[config.mk]
export PLATFORM = sky130hd
export DESIGN_NAME = register_vga_renderer_flat
export DESIGN_NICKNAME = d
export VERILOG_FILES = /design/src/rtl/register_vga_renderer_if.sv /design/src/rtl/register_vga_renderer.sv /design/src/flat_wrapper.sv
export SDC_FILE = /design/constraint.sdc
export NUM_CORES = 1
export LEC_CHECK = 0
export ABC_AREA = 1
export CAP_MARGIN = 20
export CORE_ASPECT_RATIO = 2
export CORE_MARGIN = 3
export CORE_UTILIZATION = 30
export CTS_CLUSTER_DIAMETER = 50
export DETAILED_ROUTE_END_ITERATION = 6
export PLACE_DENSITY = 0.56
export REMOVE_ABC_BUFFERS = 1
export SLEW_MARGIN = 20
export SYNTH_ARGS = -nofsm -noshare
export SYNTH_HDL_FRONTEND = slang
export SYNTH_SLANG_ARGS = --single-unit
[constraint.sdc]
create_clock -name clk -period 3.8 [get_ports clk]
set_input_delay 0.76 -clock clk [delete_from_list [all_inputs] [get_ports clk]]
set_output_delay 0.76 -clock clk [all_outputs]
set_load 0.02 [all_outputs]
[src/rtl/register_vga_renderer_if.sv]
// Video-side bundle of the register VGA renderer: the 176-bit register debug bus in,
// sync and 3-bit colour channels out.
interface register_vga_renderer_if;
  logic [175:0] registersVGA;
  logic         hs;
  logic         vs;
  logic [2:0]   r;
  logic [2:0]   g;
  logic [2:0]   b;

  modport master (output registersVGA, input hs, vs, r, g, b);
  modport slave  (input registersVGA, output hs, vs, r, g, b);
endinterface

[src/rtl/register_vga_renderer.sv]
// 640x480@60 scan-out of R0-R7, IH, SP, RA as seven-segment hex from a per-frame bus snapshot.
// Optional REGVGA_CHANGE_HIGHLIGHT_EN: rows that changed at a snapshot render red for 30 frames.
module register_vga_renderer #(
  parameter int X0 = 64,
  parameter int Y0 = 48
) (
  input  logic                    clk,
  input  logic                    rst,
  register_vga_renderer_if.slave  vga
);

  localparam logic [9:0] H_LAST = 10'd799;
  localparam logic [9:0] V_LAST = 10'd524;
  localparam logic [9:0] X0_C   = 10'(X0);
  localparam logic [9:0] Y0_C   = 10'(Y0);

  logic [9:0]   hcnt_q, vcnt_q, hcnt_d, vcnt_d;
  logic [175:0] snap_q;
  logic         hs_q, vs_q, hs_d, vs_d;
  logic [2:0]   r_q, g_q, b_q, r_d, g_d, b_d;

  logic         snap_cyc_s;
  logic         visible_s, in_text_s, lit_s, red_s;
  logic [9:0]   relx_s, rely_s;
  logic [3:0]   row_s, cx_s, nib_s;
  logic [4:0]   cy_s;
  logic [1:0]   digit_s;
  logic [15:0]  word_s;
  logic [6:0]   segs_s;
  logic [15:0]  hl_row_s;
  logic [15:0]  rows_s [16];

  // Segment bits are {a,b,c,d,e,f,g}, MSB first.
  function automatic logic [6:0] hex_segs(input logic [3:0] n);
    case (n)
      4'h0:    return 7'b1111110;
      4'h1:    return 7'b0110000;
      4'h2:    return 7'b1101101;
      4'h3:    return 7'b1111001;
      4'h4:    return 7'b0110011;
      4'h5:    return 7'b1011011;
      4'h6:    return 7'b1011111;
      4'h7:    return 7'b1110000;
      4'h8:    return 7'b1111111;
      4'h9:    return 7'b1111011;
      4'hA:    return 7'b1110111;
      4'hB:    return 7'b0011111;
      4'hC:    return 7'b1001110;
      4'hD:    return 7'b0111101;
      4'hE:    return 7'b1001111;
      4'hF:    return 7'b1000111;
      default: return 7'b0000000;
    endcase
  endfunction

  function automatic logic [6:0] seg_boxes(input logic [3:0] cx, input logic [4:0] cy);
    logic [6:0] s;
    s[6] = (cx >= 4'd3)  && (cx <= 4'd12) && (cy >= 5'd2)  && (cy <= 5'd4);
    s[5] = (cx >= 4'd12) && (cx <= 4'd14) && (cy >= 5'd3)  && (cy <= 5'd15);
    s[4] = (cx >= 4'd12) && (cx <= 4'd14) && (cy >= 5'd17) && (cy <= 5'd29);
    s[3] = (cx >= 4'd3)  && (cx <= 4'd12) && (cy >= 5'd28) && (cy <= 5'd30);
    s[2] = (cx >= 4'd1)  && (cx <= 4'd3)  && (cy >= 5'd17) && (cy <= 5'd29);
    s[1] = (cx >= 4'd1)  && (cx <= 4'd3)  && (cy >= 5'd3)  && (cy <= 5'd15);
    s[0] = (cx >= 4'd3)  && (cx <= 4'd12) && (cy >= 5'd15) && (cy <= 5'd17);
    return s;
  endfunction

  // Rows past RA read as zero so the row index never needs a range guard.
  for (genvar k = 0; k < 16; k++) begin : g_rows
    if (k < 11) begin : g_live
      assign rows_s[k] = snap_q[175-16*k -: 16];
    end else begin : g_pad
      assign rows_s[k] = 16'h0000;
    end
  end

`ifdef REGVGA_CHANGE_HIGHLIGHT_EN
  logic [4:0] hold_q [11];

  // Per-row change-highlight hold counters, advanced only on the snapshot cycle.
  always_ff @(posedge clk or negedge rst) begin
    if (!rst) begin
      for (int k = 0; k < 11; k++) hold_q[k] <= 5'd0;
    end else if (snap_cyc_s) begin
      for (int k = 0; k < 11; k++) begin
        if (vga.registersVGA[175-16*k -: 16] != rows_s[k]) hold_q[k] <= 5'd30;
        else if (hold_q[k] != 5'd0)                         hold_q[k] <= hold_q[k] - 5'd1;
      end
    end
  end

  // Row-wise highlight flags.
  always_comb begin
    hl_row_s = 16'h0000;
    for (int k = 0; k < 11; k++) hl_row_s[k] = (hold_q[k] != 5'd0);
  end
`else
  assign hl_row_s = 16'h0000;
`endif

  // Next scan position, glyph lookup and next output values.
  always_comb begin
    snap_cyc_s = (hcnt_q == H_LAST) && (vcnt_q == V_LAST);
    if (hcnt_q == H_LAST) begin
      hcnt_d = 10'd0;
      if (vcnt_q == V_LAST) vcnt_d = 10'd0;
      else                  vcnt_d = vcnt_q + 10'd1;
    end else begin
      hcnt_d = hcnt_q + 10'd1;
      vcnt_d = vcnt_q;
    end

    relx_s    = hcnt_q - X0_C;
    rely_s    = vcnt_q - Y0_C;
    visible_s = (hcnt_q < 10'd640) && (vcnt_q < 10'd480);
    in_text_s = (hcnt_q >= X0_C) && (relx_s < 10'd64) && (vcnt_q >= Y0_C) && (rely_s < 10'd352);
    row_s     = rely_s[8:5];
    cy_s      = rely_s[4:0];
    digit_s   = relx_s[5:4];
    cx_s      = relx_s[3:0];
    word_s    = rows_s[row_s];
    red_s     = hl_row_s[row_s];

    case (digit_s)
      2'd0:    nib_s = word_s[15:12];
      2'd1:    nib_s = word_s[11:8];
      2'd2:    nib_s = word_s[7:4];
      2'd3:    nib_s = word_s[3:0];
      default: nib_s = 4'h0;
    endcase
    segs_s = hex_segs(nib_s) & seg_boxes(cx_s, cy_s);
    lit_s  = in_text_s && (segs_s != 7'd0);

    if (visible_s && lit_s) begin
      r_d = 3'd7;
      g_d = red_s ? 3'd0 : 3'd7;
      b_d = red_s ? 3'd0 : 3'd7;
    end else begin
      r_d = 3'd0;
      g_d = 3'd0;
      b_d = 3'd0;
    end

    hs_d = ~((hcnt_q >= 10'd656) && (hcnt_q <= 10'd751));
    vs_d = ~((vcnt_q >= 10'd490) && (vcnt_q <= 10'd491));
  end

  // Scan counters, frame snapshot and one-cycle-registered video outputs.
  always_ff @(posedge clk or negedge rst) begin
    if (!rst) begin
      hcnt_q <= 10'd0;
      vcnt_q <= 10'd0;
      snap_q <= 176'd0;
      hs_q   <= 1'b1;
      vs_q   <= 1'b1;
      r_q    <= 3'd0;
      g_q    <= 3'd0;
      b_q    <= 3'd0;
    end else begin
      hcnt_q <= hcnt_d;
      vcnt_q <= vcnt_d;
      if (snap_cyc_s) snap_q <= vga.registersVGA;
      hs_q   <= hs_d;
      vs_q   <= vs_d;
      r_q    <= r_d;
      g_q    <= g_d;
      b_q    <= b_d;
    end
  end

  assign vga.hs = hs_q;
  assign vga.vs = vs_q;
  assign vga.r  = r_q;
  assign vga.g  = g_q;
  assign vga.b  = b_q;

endmodule

[src/flat_wrapper.sv]
// flat-port wrapper written by rule: the top's interface ports become plain ports
module register_vga_renderer_flat 
#(
  parameter int X0 = 64,
  parameter int Y0 = 48
)
  (clk, rst, vga_registersVGA, vga_hs, vga_vs, vga_r, vga_g, vga_b);
  register_vga_renderer_if vga_i ();
  input  logic clk;
  input  logic rst;
  input wire logic [$bits(vga_i.registersVGA)-1:0] vga_registersVGA;
  output wire logic [$bits(vga_i.hs)-1:0] vga_hs;
  output wire logic [$bits(vga_i.vs)-1:0] vga_vs;
  output wire logic [$bits(vga_i.r)-1:0] vga_r;
  output wire logic [$bits(vga_i.g)-1:0] vga_g;
  output wire logic [$bits(vga_i.b)-1:0] vga_b;
  assign vga_i.registersVGA = vga_registersVGA;
  assign vga_hs = vga_i.hs;
  assign vga_vs = vga_i.vs;
  assign vga_r = vga_i.r;
  assign vga_g = vga_i.g;
  assign vga_b = vga_i.b;
  register_vga_renderer #(.X0(X0), .Y0(Y0)) u_core (.clk(clk), .rst(rst), .vga(vga_i));
endmodule
# [Word-level counts from Yosys, hierarchy flattened]
# Memory sizes are Yosys's and may differ from the RTL's.
# Index checks and enable logic that the tools add are counted.
[op_classes] n_bitwise=4 eq_ne=5 n_mux=10 order_cmp=28 add_sub_neg=4 reduce_logical=28
[ops] op="$bmux W16 S4" count=1
[ops] op="$mux W16" count=2
[ops] op="$logic_and A1 B1 Y1" count=26
[ops] op="$add A10 B1 Y10 const B" count=2
[ops] op="$eq A10 B10 Y1 const B" count=2
[ops] op="$lt A10 B9 Y1 const B" count=2
[ops] op="$mux W10" count=2
[ops] op="$pmux W4 S4" count=1
[ops] op="$ge A5 B5 Y1 const B" count=3
[ops] op="$le A5 B5 Y1 const B" count=3
[ops] op="$ge A10 B10 Y1 const B" count=1
[ops] op="$ge A10 B6 Y1 const B" count=1
[ops] op="$ge A10 B7 Y1 const B" count=1
[ops] op="$ge A10 B9 Y1 const B" count=1
[ops] op="$ge A5 B2 Y1 const B" count=2
[ops] op="$le A10 B10 Y1 const B" count=1
[ops] op="$le A10 B9 Y1 const B" count=1
[ops] op="$lt A10 B10 Y1 const B" count=1
[ops] op="$lt A10 B7 Y1 const B" count=1
[ops] op="$sub A10 B6 Y10 const B" count=1
[ops] op="$sub A10 B7 Y10 const B" count=1
[ops] op="$mux W3" count=3
[ops] op="$le A4 B4 Y1 const B" count=2
[ops] op="$and A7 B7 Y7" count=1
[ops] op="15 further kinds" count=17
[word_totals] romBits=128 n_memories=2 register_bits=204 input_bits=178 wordCells=88
[mem_list] name="(name not given)" depth=16 word_bits=7 read_ports=1 rd_clocked_by_memory_dff=0 write_ports=0 line_no="register_vga_renderer.sv:35" text="case (n)"
[mem_list] name="(name not given)" depth=16 word_bits=1 read_ports=1 rd_clocked_by_memory_dff=0 write_ports=0 line_no="register_vga_renderer.sv:122" text="red_s = hl_row_s[row_s];"

# [Logic depth before layout (Yosys ltp)]
# Gate-level depths: netlist (run 1).
# An unclocked memory read counts as a cell.
[depth] ltp_word=12 depth_mapped=25

# [Worst setup path before layout (run 1)]
# No wires, ideal clock.
[synth_path] path_type="reg-to-reg" start="register u_core.vcnt_q[4]" end="register u_core.g_q[1], in the netlist u_core.vga.g[1]" path_slack_ns=0.926 synth_period_minus_slack_ns=2.874 stages_incl_launch_ff=22 arrival_time_ns=2.751 path_buffers=2 cell_sequence="dfrtp_1 > inv_1 > ha_1 > inv_2 > buf_2 > buf_1 > nand3_1 > nand2_1 > nand2_1 > nand2_1 > nand3_1 > nand2_1 > nor2_1 > nor2_2 > ha_1 > nand3_1 > o21ai_0 > nor2_1 > nor2_1 > nand2_1 > nor2_1 > nor2_1"
[synth_between] elab_chain_len=12 word_cells_on_any_way=45
[synth_rtl] item="start, declared" line_no="register_vga_renderer.sv:17" text="logic [9:0] hcnt_q, vcnt_q, hcnt_d, vcnt_d;"
[synth_rtl] item="start signal, assigned" line_no="register_vga_renderer.sv:161" text="vcnt_q <= vcnt_d;"
[synth_rtl] item="$sub A10 B6 Y10" line_no="register_vga_renderer.sv:114" text="rely_s = vcnt_q - Y0_C;"
[synth_rtl] item="$not A4 Y5 (not written as such)" line_no="register_vga_renderer.sv:121" text="word_s = rows_s[row_s];"
[synth_rtl] item="$bmux W16 S4" line_no="register_vga_renderer.sv:121"
[synth_rtl] item="$mux W16 (not written as such) (2 in a row)" line_no="register_vga_renderer.sv:121"
[synth_rtl] item="$pmux W4 S4" line_no="register_vga_renderer.sv:124" text="case (digit_s)"
[synth_rtl] item="$mem_v2 Z16 W7"
[synth_rtl] item="$and A7 B7 Y7" line_no="register_vga_renderer.sv:131" text="segs_s = hex_segs(nib_s) & seg_boxes(cx_s, cy_s);"
[synth_rtl] item="$reduce_bool A7 Y1" line_no="register_vga_renderer.sv:132" text="lit_s = in_text_s && (segs_s != 7'd0);"
[synth_rtl] item="$logic_and A1 B1 Y1" line_no="register_vga_renderer.sv:132"
[synth_rtl] item="$logic_and A1 B1 Y1" line_no="register_vga_renderer.sv:134" text="if (visible_s && lit_s) begin"
[synth_rtl] item="$mux W3 (*)" line_no="register_vga_renderer.sv:134"
[synth_rtl] item="end signal, assigned" line_no="register_vga_renderer.sv:166" text="g_q <= g_d;"
[synth_rtl] item="end, declared" line_no="register_vga_renderer.sv:20" text="logic [2:0] r_q, g_q, b_q, r_d, g_d, b_d;"
# Every way passes the cells marked *; elsewhere a longest branch is shown, timed or not. The select of a mux whose other input is x is not followed.
# A chain may end at the register's enable or synchronous reset.

# [Final worst setup path (run 1)]
# Same ends and word-level chain as after synthesis.

==> results_dict.tcl, run 1 <==
set metrics [dict create \
    status "finished clean" \
    drcViolationCount 0 \
    grt_pass1_wl_um 54000 \
    worstMarginPinSlew_ps 849 \
    regArea_um2 4980 \
    viasPerCell 4.70 \
    dr.pass1.iters 5 \
    crit_family "simple AND/OR/NAND/NOR gates" \
    die-height_um 276 \
    hold_class "primary input to asynchronous set/reset pin" \
    antenna_cells 0 \
    synth.area.top_cells "dfrtp_1, nand2_1, nor2_1, nand3_1, inv_1" \
    netlist_area_um2 10900 \
    synthToLayoutAreaGrowth_pct 25.5 \
    synthDistinctLibCells 43 \
    die_area_um2 38800 \
    p_int_w 0.00326 \
    start_kind "flop" \
    drv_slew 0 \
    worstPathArrival_ps 3800 \
    grt_max_degree 77 \
    clk_path_buf_depth 2 \
    wire_per_inst_um 16.1 \
    grt_use_total_pct 18.0 \
    clk_latency_ps 450 \
    cts_buffers 17 \
    grt_overflow 0 \
    drt-total-wl_um 34500 \
    yosys_warnings 0 \
    numPortBuffers 188 \
    fin_setup_tns_ps 0 \
    power.clock.fraction_pct 44.2 \
    critPathMaxStageDelay_ps 510 \
    finalNetCount 1880 \
    route.vias.total 10100 \
    startpoint "u_core.vcnt_q[4]" \
    p_seq_share_pct 50.2 \
    numPlacedInstances 2112 \
    path_buf_inv 4 \
    path_class "flop to flop" \
    rows 98 \
    crit_required_ps 4140 \
    routabilityCongestion 0.880 \
    p_per_area_nw_per_um2 308 \
    drive_above_1_share_pct 5.37 \
    cp-end-kind "flop" \
    min_period_over_period_pct 91.1 \
    cts.sinks 199 \
    synth_top_area_share_pct 45.2 \
    synth-seq-area-share_pct 45.7 \
    async_flop_share_pct 100 \
    path_clk_slew_ps 80 \
    final_design_area_no_fill_um2 13700 \
    cp_common_cell "nand2_1" \
    syn_avg_cell_area_um2 7.08 \
    rsz0062_at_grt "no" \
    combPwrFrac_pct 5.6 \
    cts_tree "done" \
    dpl-instance-area_um2 13100 \
    drt_iter0_drc 641 \
    rr_endpoint "u_core.vga.g[1]" \
    drv_cap 0 \
    worst-path-max-fanout 76 \
    worstPathCellList "inv_1 -> ha_4 -> buf_16 -> nand2_1 -> nand2_1 -> nand2_1 -> nand2_1 -> nand2_1 -> nand2_1 -> nand2_1 -> nor2_1 -> nor2_1 -> a21oi_2 -> buf_4 -> ha_1 -> inv_1 -> nand2_1 -> nand3_1 -> nand3_1 -> nand3_1 -> nor2_1 -> nor2_1" \
    netlist_top_cells_count "nand2_1, dfrtp_1, nor2_1, inv_1, nand3_1" \
    reg2regPathDepth 22 \
    yosysMostFrequentCell "nand2_1" \
    r2r_start "u_core.vcnt_q[4]" \
    yosysTopAreaCell "dfrtp_1" \
    grt_pass1_vias 10100 \
    coreArea_um2 35800 \
    htreeDepth 4 \
    crit_path_end "u_core.vga.g[1]" \
    die_w_um 141 \
    cp.depth 22 \
    swShare_pct 22.6 \
    p_leak_nw 6.41 \
    ys.flop_type "dfrtp_1" \
    syn_inst 1540 \
    dpl.hpwl_um 25600 \
    initial_core_util_pct 30.4 \
    netSwitchingPower_w 0.000952 \
    multiInputGateArea_um2 5010 \
    synth_seq_cells 199 \
    fillCellCount 3839 \
    antenna_found_initial 0 \
    finalNonFillerCells 2145 \
    p_total_w 0.00421 \
    min_period_ps 3460 \
    slew_headroom_pct 43.4 \
    finClkSkew_ps 9.00 \
    irDropWorstVdd_mv 0.330 \
    cpMaxStageDelayCell "dfrtp_1" \
    cts_hold_buf 0 \
    clock_tree.root_cell "clkbuf_16" \
    utilization_pct 38.2 \
    synth-edff-count 0 \
    rrSetupSlack_ps 340 \
    timing.fmax_mhz 289 \
    io_pins 189 \
    setup_viol 0 \
    hold_viol_final 0 \
    antenna_left 0 \
]
==> power groups by stage <==
stage                    logic, W  clock network, W  registers (W)
floorplan           0.00000000185                 0        0.00216
global route             0.000255           0.00200        0.00212
detailed placement       0.000243                 0        0.00216
CTS                      0.000243           0.00192        0.00212
finish                   0.000237           0.00186        0.00212
global placement         0.000242                 0        0.00216
==> flip-flops by register name, summed over array words and instances (netlist names) <==
register       count
u_core.vcnt_q     10
u_core.vga.vs      1
u_core.vga.g       1
u_core.vga.hs      1
u_core.hcnt_q     10
u_core.snap_q    176
==> routing by layer <==
layer / wire length [um] / GRT usage (%)
met2: 19500 / 34.7
met3: 850 / 2.22
met1: 12500 / 18.8
met4: 1590 / 8.96
met5: 0 / 0
==> placed cells by master (no fill, tap or decap), types with 3 or more instances in the layout <==
master and n:
a21oi_1 12, a21oi_2 5, buf_12 6, buf_4 12, clkbuf_16 17, clkdlybuf4s50_1 187, clkinv_2 4, dfrtp_1 197
ha_1 19, inv_1 99, inv_2 7, inv_6 7, nand2_1 721, nand2_2 5, nand2_4 5, nand3_1 91
nand4_1 7, nor2_1 128, nor2_2 3, nor3_1 11, nor4_1 3, o21ai_0 69, o21ai_1 40, xor2_1 4
==> worst min-delay path by stage <==
stage,startpoint,to,slack [ps]
floorplan,u_core.snap_q[78],u_core.snap_q[78],440
CTS,rst,u_core.snap_q[87],270
detailed placement,u_core.snap_q[78],u_core.snap_q[78],460
global placement,u_core.snap_q[78],u_core.snap_q[78],460
finish,rst,u_core.snap_q[87],260
global route,rst,u_core.snap_q[87],300
==> layout make-up <==
type / instances / area share (%)
clock inverter: 15 / 1.19
clock buffer: 17 / 3.11
inverter: 110 / 3.08
sequential: 199 / 36.4
timing repair buffer: 207 / 15.5
multi-input combinational: 1147 / 36.6
tap: 450 / 4.11
==> timing repair <==
action,in CTS,in global routing
buffers inserted,0,1
endpoints found under the setup margin,0,1
gates resized for setup,0,1
endpoints found under the hold margin,0,0
==> logic make-up (layout without fill, tap and decap cells) <==
logic type / count (synthesis) / in the layout / share of synthesized area (%)
adders and majority gates: 20 / 20 / 2.30
and+or+nand+nor: 981 / 981 / 36.0
AOI/OAI and AO/OA: 142 / 142 / 7.17
xor gates and xnor gates: 4 / 4 / 0.321
buffers and inverters: 194 / 349 / 8.54
DFF: 199 / 199 / 45.7
==> through the flow <==
| stage | hold slack [ps] | setup slack (ps) |
|---|---|---|
| after global placement | 461 | 390 |
| after floorplan | 441 | -1780 |
| after CTS | 273 | 277 |
| final | 262 | 339 |
| after detailed placement | 461 | 278 |
| after global routing | 296 | 34.0 |
Power figures use the tool's default switching activity.
==> run 2, diff against run 1 <==
Settings changed: CTS_CLUSTER_SIZE set to 30.
==> results of run 2 <==
The final DEF is identical to that of run 1; final timing and power are the same.
